### src/rtl/id_ex_ctrl_pipe.sv
// RV32I(+M) ID-stage control decoder with a registered ID/EX control stage.
// Handles load-use bubbles, multi-cycle mul/div occupancy of EX, illegal-op flagging and flush.
module id_ex_ctrl_pipe #(
    parameter bit ENABLE_M   = 1'b1,
    parameter int DIV_CYCLES = 8,
    parameter int MUL_CYCLES = 2
) (
    input  logic        clk,
    input  logic        rst,
    input  logic        id_valid,
    input  logic [31:0] instr,
    input  logic        ex_flush,
    output logic        id_stall,
    output logic        ex_valid,
    output logic        ex_jum,
    output logic        ex_jalr,
    output logic        ex_branch,
    output logic        ex_wen_rf,
    output logic        ex_alu_src,
    output logic        ex_en_dmem,
    output logic        ex_load_store,
    output logic [2:0]  ex_imm_sel,
    output logic [3:0]  ex_alu_ctrl,
    output logic [2:0]  ex_funct3,
    output logic [1:0]  ex_writeback,
    output logic        ex_muldiv,
    output logic        ex_illegal,
    output logic [4:0]  ex_rd,
    output logic [4:0]  ex_rs1,
    output logic [4:0]  ex_rs2
);

    localparam logic [6:0] OPC_LUI    = 7'b0110111;
    localparam logic [6:0] OPC_AUIPC  = 7'b0010111;
    localparam logic [6:0] OPC_JAL    = 7'b1101111;
    localparam logic [6:0] OPC_JALR   = 7'b1100111;
    localparam logic [6:0] OPC_BRANCH = 7'b1100011;
    localparam logic [6:0] OPC_LOAD   = 7'b0000011;
    localparam logic [6:0] OPC_STORE  = 7'b0100011;
    localparam logic [6:0] OPC_OPIMM  = 7'b0010011;
    localparam logic [6:0] OPC_OP     = 7'b0110011;

    localparam logic [6:0] F7_BASE = 7'b0000000;
    localparam logic [6:0] F7_ALT  = 7'b0100000;
    localparam logic [6:0] F7_MEXT = 7'b0000001;

    localparam logic [3:0] ALU_ADD  = 4'b0000;
    localparam logic [3:0] ALU_SUB  = 4'b0001;
    localparam logic [3:0] ALU_SLL  = 4'b0010;
    localparam logic [3:0] ALU_SLT  = 4'b0011;
    localparam logic [3:0] ALU_SLTU = 4'b0100;
    localparam logic [3:0] ALU_XOR  = 4'b0101;
    localparam logic [3:0] ALU_SRL  = 4'b0110;
    localparam logic [3:0] ALU_SRA  = 4'b0111;
    localparam logic [3:0] ALU_OR   = 4'b1000;
    localparam logic [3:0] ALU_AND  = 4'b1001;

    localparam logic [2:0] IMM_I  = 3'd0;
    localparam logic [2:0] IMM_S  = 3'd1;
    localparam logic [2:0] IMM_B  = 3'd2;
    localparam logic [2:0] IMM_SH = 3'd3;
    localparam logic [2:0] IMM_J  = 3'd4;
    localparam logic [2:0] IMM_U  = 3'd5;

    localparam logic [1:0] WB_ALU  = 2'd0;
    localparam logic [1:0] WB_DMEM = 2'd1;
    localparam logic [1:0] WB_PC4  = 2'd2;

    localparam int MAX_CYC = (DIV_CYCLES > MUL_CYCLES) ? DIV_CYCLES : MUL_CYCLES;
    localparam int CNT_W   = $clog2(MAX_CYC + 1);

    typedef struct packed {
        logic       valid;
        logic       jum;
        logic       jalr;
        logic       branch;
        logic       wen_rf;
        logic       alu_src;
        logic       en_dmem;
        logic       load_store;
        logic [2:0] imm_sel;
        logic [3:0] alu_ctrl;
        logic [2:0] funct3;
        logic [1:0] writeback;
        logic       muldiv;
        logic       illegal;
        logic [4:0] rd;
        logic [4:0] rs1;
        logic [4:0] rs2;
    } ctrl_t;

    logic [6:0] opcode;
    logic [2:0] funct3;
    logic [6:0] funct7;
    logic [4:0] rd;
    logic [4:0] rs1;
    logic [4:0] rs2;

    assign opcode = instr[6:0];
    assign rd     = instr[11:7];
    assign funct3 = instr[14:12];
    assign rs1    = instr[19:15];
    assign rs2    = instr[24:20];
    assign funct7 = instr[31:25];

    function automatic logic [3:0] alu_base(input logic [2:0] f3);
        logic [3:0] code;
        case (f3)
            3'b000:  code = ALU_ADD;
            3'b001:  code = ALU_SLL;
            3'b010:  code = ALU_SLT;
            3'b011:  code = ALU_SLTU;
            3'b100:  code = ALU_XOR;
            3'b101:  code = ALU_SRL;
            3'b110:  code = ALU_OR;
            default: code = ALU_AND;
        endcase
        return code;
    endfunction

    ctrl_t dec;
    logic  dec_illegal;

    always_comb begin
        dec         = '0;
        dec_illegal = 1'b0;
        dec.valid   = 1'b1;
        dec.funct3  = funct3;
        dec.rd      = rd;
        dec.rs1     = (opcode == OPC_LUI) ? 5'd0 : rs1;
        dec.rs2     = rs2;
        case (opcode)
            OPC_LUI, OPC_AUIPC: begin
                dec.wen_rf   = 1'b1;
                dec.imm_sel  = IMM_U;
                dec.alu_src  = 1'b1;
                dec.alu_ctrl = ALU_ADD;
            end
            OPC_JAL: begin
                dec.jum       = 1'b1;
                dec.wen_rf    = 1'b1;
                dec.imm_sel   = IMM_J;
                dec.writeback = WB_PC4;
            end
            OPC_JALR: begin
                if (funct3 != 3'b000) begin
                    dec_illegal = 1'b1;
                end else begin
                    dec.jalr      = 1'b1;
                    dec.wen_rf    = 1'b1;
                    dec.imm_sel   = IMM_I;
                    dec.alu_src   = 1'b1;
                    dec.alu_ctrl  = ALU_ADD;
                    dec.writeback = WB_PC4;
                end
            end
            OPC_BRANCH: begin
                dec.branch   = 1'b1;
                dec.imm_sel  = IMM_B;
                dec.alu_ctrl = ALU_SUB;
            end
            OPC_LOAD: begin
                dec.wen_rf    = 1'b1;
                dec.alu_src   = 1'b1;
                dec.en_dmem   = 1'b1;
                dec.writeback = WB_DMEM;
            end
            OPC_STORE: begin
                dec.imm_sel    = IMM_S;
                dec.alu_src    = 1'b1;
                dec.en_dmem    = 1'b1;
                dec.load_store = 1'b1;
            end
            OPC_OPIMM: begin
                dec.wen_rf   = 1'b1;
                dec.alu_src  = 1'b1;
                dec.alu_ctrl = alu_base(funct3);
                // Only the shift immediates reserve the upper bits as funct7.
                if (funct3 == 3'b001) begin
                    dec.imm_sel = IMM_SH;
                    if (funct7 != F7_BASE) dec_illegal = 1'b1;
                end else if (funct3 == 3'b101) begin
                    dec.imm_sel = IMM_SH;
                    if (funct7 == F7_ALT) begin
                        dec.alu_ctrl = ALU_SRA;
                    end else if (funct7 != F7_BASE) begin
                        dec_illegal = 1'b1;
                    end
                end
            end
            OPC_OP: begin
                case (funct7)
                    F7_BASE: begin
                        dec.wen_rf   = 1'b1;
                        dec.alu_ctrl = alu_base(funct3);
                    end
                    F7_ALT: begin
                        dec.wen_rf = 1'b1;
                        if (funct3 == 3'b000) begin
                            dec.alu_ctrl = ALU_SUB;
                        end else if (funct3 == 3'b101) begin
                            dec.alu_ctrl = ALU_SRA;
                        end else begin
                            dec_illegal = 1'b1;
                        end
                    end
                    F7_MEXT: begin
                        if (ENABLE_M) begin
                            dec.muldiv    = 1'b1;
                            dec.wen_rf    = 1'b1;
                            dec.alu_ctrl  = ALU_ADD;
                            dec.writeback = WB_ALU;
                        end else begin
                            dec_illegal = 1'b1;
                        end
                    end
                    default: dec_illegal = 1'b1;
                endcase
            end
            default: dec_illegal = 1'b1;
        endcase

        // An illegal op keeps its register fields for the trap handler but may not act.
        if (dec_illegal) begin
            dec.jum        = 1'b0;
            dec.jalr       = 1'b0;
            dec.branch     = 1'b0;
            dec.wen_rf     = 1'b0;
            dec.alu_src    = 1'b0;
            dec.en_dmem    = 1'b0;
            dec.load_store = 1'b0;
            dec.imm_sel    = 3'd0;
            dec.alu_ctrl   = 4'd0;
            dec.writeback  = 2'd0;
            dec.muldiv     = 1'b0;
            dec.illegal    = 1'b1;
        end
    end

    ctrl_t            ex_q;
    ctrl_t            ex_d;
    logic [CNT_W-1:0] cnt_q;
    logic [CNT_W-1:0] cnt_d;
    logic             uses_rs1;
    logic             uses_rs2;
    logic             load_use;
    logic             busy;

    assign uses_rs1 = !((opcode == OPC_LUI) || (opcode == OPC_JAL) || (opcode == OPC_AUIPC));
    assign uses_rs2 = (opcode == OPC_OP) || (opcode == OPC_BRANCH) || (opcode == OPC_STORE);

    assign load_use = id_valid && ex_q.valid && ex_q.en_dmem && !ex_q.load_store &&
                      (ex_q.rd != 5'd0) &&
                      ((uses_rs1 && (rs1 == ex_q.rd)) || (uses_rs2 && (rs2 == ex_q.rd)));

    assign busy     = (cnt_q != '0);
    assign id_stall = !ex_flush && (busy || load_use);

    always_comb begin
        ex_d  = ex_q;
        cnt_d = cnt_q;
        if (ex_flush) begin
            ex_d  = '0;
            cnt_d = '0;
        end else if (busy) begin
            cnt_d = cnt_q - CNT_W'(1);
        end else if (load_use || !id_valid) begin
            ex_d = '0;
        end else begin
            ex_d = dec;
            if (dec.muldiv) begin
                cnt_d = dec.funct3[2] ? CNT_W'(DIV_CYCLES - 1) : CNT_W'(MUL_CYCLES - 1);
            end else begin
                cnt_d = '0;
            end
        end
    end

    always_ff @(posedge clk) begin
        if (rst) begin
            ex_q  <= '0;
            cnt_q <= '0;
        end else begin
            ex_q  <= ex_d;
            cnt_q <= cnt_d;
        end
    end

    assign ex_valid      = ex_q.valid;
    assign ex_jum        = ex_q.jum;
    assign ex_jalr       = ex_q.jalr;
    assign ex_branch     = ex_q.branch;
    assign ex_wen_rf     = ex_q.wen_rf;
    assign ex_alu_src    = ex_q.alu_src;
    assign ex_en_dmem    = ex_q.en_dmem;
    assign ex_load_store = ex_q.load_store;
    assign ex_imm_sel    = ex_q.imm_sel;
    assign ex_alu_ctrl   = ex_q.alu_ctrl;
    assign ex_funct3     = ex_q.funct3;
    assign ex_writeback  = ex_q.writeback;
    assign ex_muldiv     = ex_q.muldiv;
    assign ex_illegal    = ex_q.illegal;
    assign ex_rd         = ex_q.rd;
    assign ex_rs1        = ex_q.rs1;
    assign ex_rs2        = ex_q.rs2;

endmodule

### config.mk
export PLATFORM = sky130hd
export DESIGN_NAME = id_ex_ctrl_pipe
export DESIGN_NICKNAME = d
export VERILOG_FILES = /design/src/rtl/id_ex_ctrl_pipe.sv
export SDC_FILE = /design/constraint.sdc
export NUM_CORES = 1
export LEC_CHECK = 0
export BUFFER_PORTS_ARGS = -buffer_cell sky130_fd_sc_hd__buf_2
export CAP_MARGIN = 10
export CORE_MARGIN = 3
export CORE_UTILIZATION = 49
export DETAILED_ROUTE_END_ITERATION = 6
export HOLD_SLACK_MARGIN = 0.1
export PLACE_DENSITY = 0.81
export SYNTH_ARGS = -nofsm -noshare
export SYNTH_HDL_FRONTEND = slang
export SYNTH_SLANG_ARGS = --single-unit
### constraint.sdc
create_clock -name clk -period 2.67 [get_ports clk]
set_input_delay 0.534 -clock clk [delete_from_list [all_inputs] [get_ports clk]]
set_output_delay 0.534 -clock clk [all_outputs]
set_load 0.005 [all_outputs]
* Word level (Yosys, flattened, before mapping)
Index checks and enable logic that the tools add are counted.
Widths: inputs -> output; s select.
** Operators by class
- Add/sub/neg operators :: 1
- Equality and inequality tests :: 20
- Multiplexer cells :: 41
- Reduce and logical (&&, ||, !) cells :: 33
** Operators with widths (count)
- $mux 37 :: 1
- $eq 7x6->1 const B :: 4
- $pmux 4 s7 :: 1
- $eq 7x7->1 const B :: 3
- $mux 4 :: 5
- $mux 1 :: 16
- $pmux 3 s5 :: 1
- $eq 7x5->1 const B :: 2
- $mux 14 :: 1
- $mux 3 :: 4
- $pmux 4 s3 :: 1
- $eq 5x5->1 :: 2
- $reduce_or 5->1 :: 2
- $eq 3x3->1 const B :: 3
- $logic_and 1x1->1 :: 8
- $pmux 2 s4 :: 1
- $pmux 4 s2 :: 1
- $reduce_or 2->1 :: 4
- $eq 7x1->1 const B :: 1
- $eq 7x2->1 const B :: 1
- $logic_not 7->1 :: 1
- $logic_or 1x1->1 :: 7
- $reduce_bool 7->1 :: 1
- $eq 3x2->1 const B :: 2
- other kinds (16) :: 22
** Storage, ports and cells
- Bits in registers :: 41
- Bits of input ports :: 36
- Output and inout port bits :: 38
- Word-level logic and storage cells :: 113

* Logic depth before layout (Yosys ltp)
- Depth in word-level cells :: 10
- Gate-level depth with buffers :: 9
- Gate-level depth less buffers :: 7

* Least setup slack after synthesis
No wires, ideal clock.
- Kind :: input-to-reg
- Start :: in instr[26]
- End :: reg ex_q (netlist bit ex_alu_ctrl[3])
- Arrival time :: 2.169 ns
- Setup slack :: 0.440 ns
- Stages on the path :: 6
- Buffers on the path :: 0
- Cell sequence :: or4_4 -> a2111oi_2 -> o32ai_1 -> a2111oi_2 -> and3_1 -> a32o_1
** Between the ends
- Longest elaborated chain between the ends :: 8
- Elaborated cells between the ends (all ways) :: 18
- Classes of those cells :: eq/ne: 2; mux: 13; reduce/logical: 3
** Ends and longest elaborated chain
- from (decl) :: line 11 : input logic [31:0] instr,
- $reduce_bool 7->1 :: line 181, 186
- $mux 1 :: line 181, 186
- $mux 1 :: line 184 : if (funct7 == F7_ALT) begin
- $mux 1 :: line 182 : end else if (funct3 == 3'b101) begin
- $mux 1 :: line 179 : if (funct3 == 3'b001) begin
- $pmux 1 s4 :: line 132 : case (opcode)
- $mux 14 (*) :: line 224 : if (dec_illegal) begin
- $mux 37 (*) :: line 267 : end else if (load_use || !id_valid) begin
- to (signal assigned) :: line 281 : ex_q <= '0;
- to (signal assigned) :: line 284 : ex_q <= ex_d;
- to (decl) :: line 240 : ctrl_t ex_q;
Every way passes the cells marked *; elsewhere a longest branch is shown, timed or not.
A chain may end at the register's enable or synchronous reset.

* Worst setup path in the final report
- Start :: reg ex_q (netlist bit ex_rd[1])
- End :: out id_stall
** Between the ends
- Longest elaborated chain between the ends :: 6
- Elaborated cells between the ends (all ways) :: 10
- Classes of those cells :: eq/ne: 2; reduce/logical: 8
** Ends and longest elaborated chain
- $eq 5x5->1 :: line 254 : ((uses_rs1 && (rs1 == ex_q.rd)) || (uses_rs2 && (rs2 == ex_q.rd)));
- $logic_and 1x1->1 :: line 254
- $logic_or 1x1->1 :: line 254
- $logic_and 1x1->1 (*) :: line 253 : (ex_q.rd != 5'd0) &&
- $logic_or 1x1->1 (*) :: line 257 : assign id_stall = !ex_flush && (busy || load_use);
- $logic_and 1x1->1 (*) :: line 257
- to (decl) :: line 13 : output logic id_stall,
Marks and branches as above.

==> qor.csv <==
metric;value;unit
synth_seq_cells;41;
cp-end-kind;primary output;
ys.flop_type;dfxtp_1;
groute.usage.overall;0.213;
drive_gt1_frac;0.361;
cts_tree;yes;
synth.avg_cell_area;9.22;sq um
path_delay_family;simple AND/OR/NAND/NOR gates;
dr_total_vias;1945;
worstSetupPathType;register to primary output;
clockBufferDepth;2;
critPathLaunchType;register;
drc_errors;0;
cts_resized;0;
yosysWarningCount;0;
r2r_cells;6;
synthArstFlopShare;0;
clk-insertion-delay-late;0.29;ns
numCtsBuffers;5;
nets;334;
layout_commonest_cell;buf_2;
cts_root_buf;clkbuf_8;
yosys.cell_types.count;48;
ir_worst_vdd;390;uV
cp_cell_sequence;xnor2_1, nand3_1, or4_1, o211a_1, nor2_1, buf_2;
die-area;4860;sq um
met1_length;2300;um
yosysTopAreaCell;dfxtp_1;
ys_top_cells_by_area;dfxtp_1 (41%), a22o_1 (7.5%), a32o_1 (4.5%), xor2_1 (3.5%), nand2_1 (3.2%);
worstPathArrival;1.99;ns
fin_crit_sh;0.946;
finalHoldViolCount;0;
row_count;22;
hold_buffers;0;
ant_nets;0;
max_freq;396;MHz
reg2reg_to;ex_writeback[0]$_SDFFE_PP0N_;
die_x;69.7;um
vias_per_cell;5.65;
h-tree-depth;2;
grt_setup_unrepaired;false;
ios;74;
hold_path_startpoint;ex_writeback[0]$_SDFFE_PP0N_;
netlist_area;1990;sq um
syn_nets;254;
layout.cell_area.non_filler;2560;sq um
die_y;69.7;um
post_drt_wl_per_cell;14.7;um
grt_start_max_net_pins;23;
cap_violations;0;
antenna_found_initial;0;
postCtsSetupBuffers;0;
hpwlAfterDp;3880;um
hold_end;ex_writeback[0]$_SDFFE_PP0N_;
placed_area;2470;sq um
p_leak;0.00119;uW
portBuffers;73;
area_growth_syn_to_layout;28.6;%
coreArea;3800;sq um
hold-path-cell-count;2;
pwr_density_cell;620;nW/um^2
cpMaxStageDelayCell;or4_1;
finalCriticalPeriod;2.53;ns
path_clk_slew;0.07;ns
grt_pass1_vias;1807;
cp_num_buf_inv;1;
wl_met2;2300;um
hold-worst-slack;0.449;ns
required;2.14;ns
status;completed;
grt_pass1_wl;8490;um
max_slew.worst_pin.slew;0.808;ns
final.setup.tns;0;ns
cts.sinks;41;
drt_iter0_drc;134;
place_congestion;0.892;
rrSetupSlack;0.59;ns
setup_viol;0;
dr.max_layer_used;met4;
drt_wl_total;5070;um
max_stage_delay;0.56;ns
power;1590;uW
slew_headroom;0.454;
first_pass_iters;4;
diodes;0;
start_util;0.524;
synth_top_area_share;0.412;
dr_wl_met3;444;um
synthCells;216;
r2r_start;ex_rd[2]$_SDFFE_PP0N_;
synth_edf_count;0;
cp_max_fo;5;
skew;0.00343;ns
final_max_slew_viol_count;0;
final_cell_mix;buf_2 (73), dfxtp_1 (38), nand2_1 (17), a22o_1 (17), nor2_1 (16);
ys_seq_area_frac;0.412;
gr-total-overflow;0;
worstHoldPathType;register to register;
-- Yosys cell counts, drive strengths merged (2+ instances only) --
master	n
mux2i	2
a32o	9
ha	2
or2	3
buf	2
dfxtp	41
nand4	2
a21oi	9
nor4	4
a22o	17
a2111oi	2
nor3	9
o31ai	2
o21ai	9
o211a	3
a31oi	2
nand2	17
nor2	17
o211ai	3
xnor2	4
xor2	8
or4	5
nand2b	5
o32ai	3
inv	7
nand3	5
clkbuf	9
-- how the worst max path moves through the flow --
stage	startpoint	to	slack [ns]	depth (start not counted)
floorplan	instr[26]	ex_alu_ctrl[3]$_SDFFE_PP0N_	0.44	6
global placement	id_valid	id_stall	0.18	7
detailed placement	id_valid	id_stall	0.15	7
CTS	ex_rd[4]$_SDFFE_PP0N_	id_stall	0.07	6
global route	ex_valid$_SDFFE_PP0N_	id_stall	0.01	6
finish	ex_rd[1]$_SDFFE_PP0N_	id_stall	0.14	6
-- flip-flops by register name, summed over array words and instances (netlist names), 2 cells and up --
signal / count
ex_imm_sel: 3
ex_rd: 5
ex_alu_ctrl: 4
ex_rs1: 5
ex_writeback: 2
cnt_q: 4
ex_funct3: 3
ex_rs2: 5
-- metal layers --
metal / global-route usage / up-vias
li1: - / 974
met1: 0.299 / 889
met2: 0.323 / 78
met3: 0.0667 / 4
met4: 0.0426 / 0
met5: 0 / -
-- layout make-up --
type                    count  area, sq um
clock buffers               7         86.3
flip-flops and latches     41          825
repair buffers             84          460
multi-input cells         157         1100
well taps                  48         60.1
fillers                   302         1240
inverters                   7         26.3
-- tightest hold or removal path, delay by kind of cell (launching register included) --
family / cells / cell delay (ns)
compound gates: 1 / 0.04
flops: 1 / 0.32
simple gates: 1 / 0.06
-- cell families after synthesis --
group	share of synthesized area
buffers and inverters	0.0352
AOI/OAI and AO/OA	0.255
and+or+nand+nor	0.216
xor gates and xnor gates	0.0528
DFF	0.412
muxes	0.0157
adders and majority gates	0.0126
-- where the power goes --
part | internal [uW] | switching [uW] | total (uW)
sequential | 659 | 36.1 | 695
combinational | 219 | 269 | 488
clock | 205 | 198 | 403
total | 1080 | 503 | 1590
-- metrics by stage --
stage,setup slack [ns],util,cells
after floorplan,0.440,-,216
after global placement,0.179,0.650,337
after detailed placement,0.148,0.650,337
after CTS,0.0708,0.673,344
after global routing,0.0138,0.674,344
final,0.144,0.674,344
No activity file was read; power rests on OpenSTA's default activity.
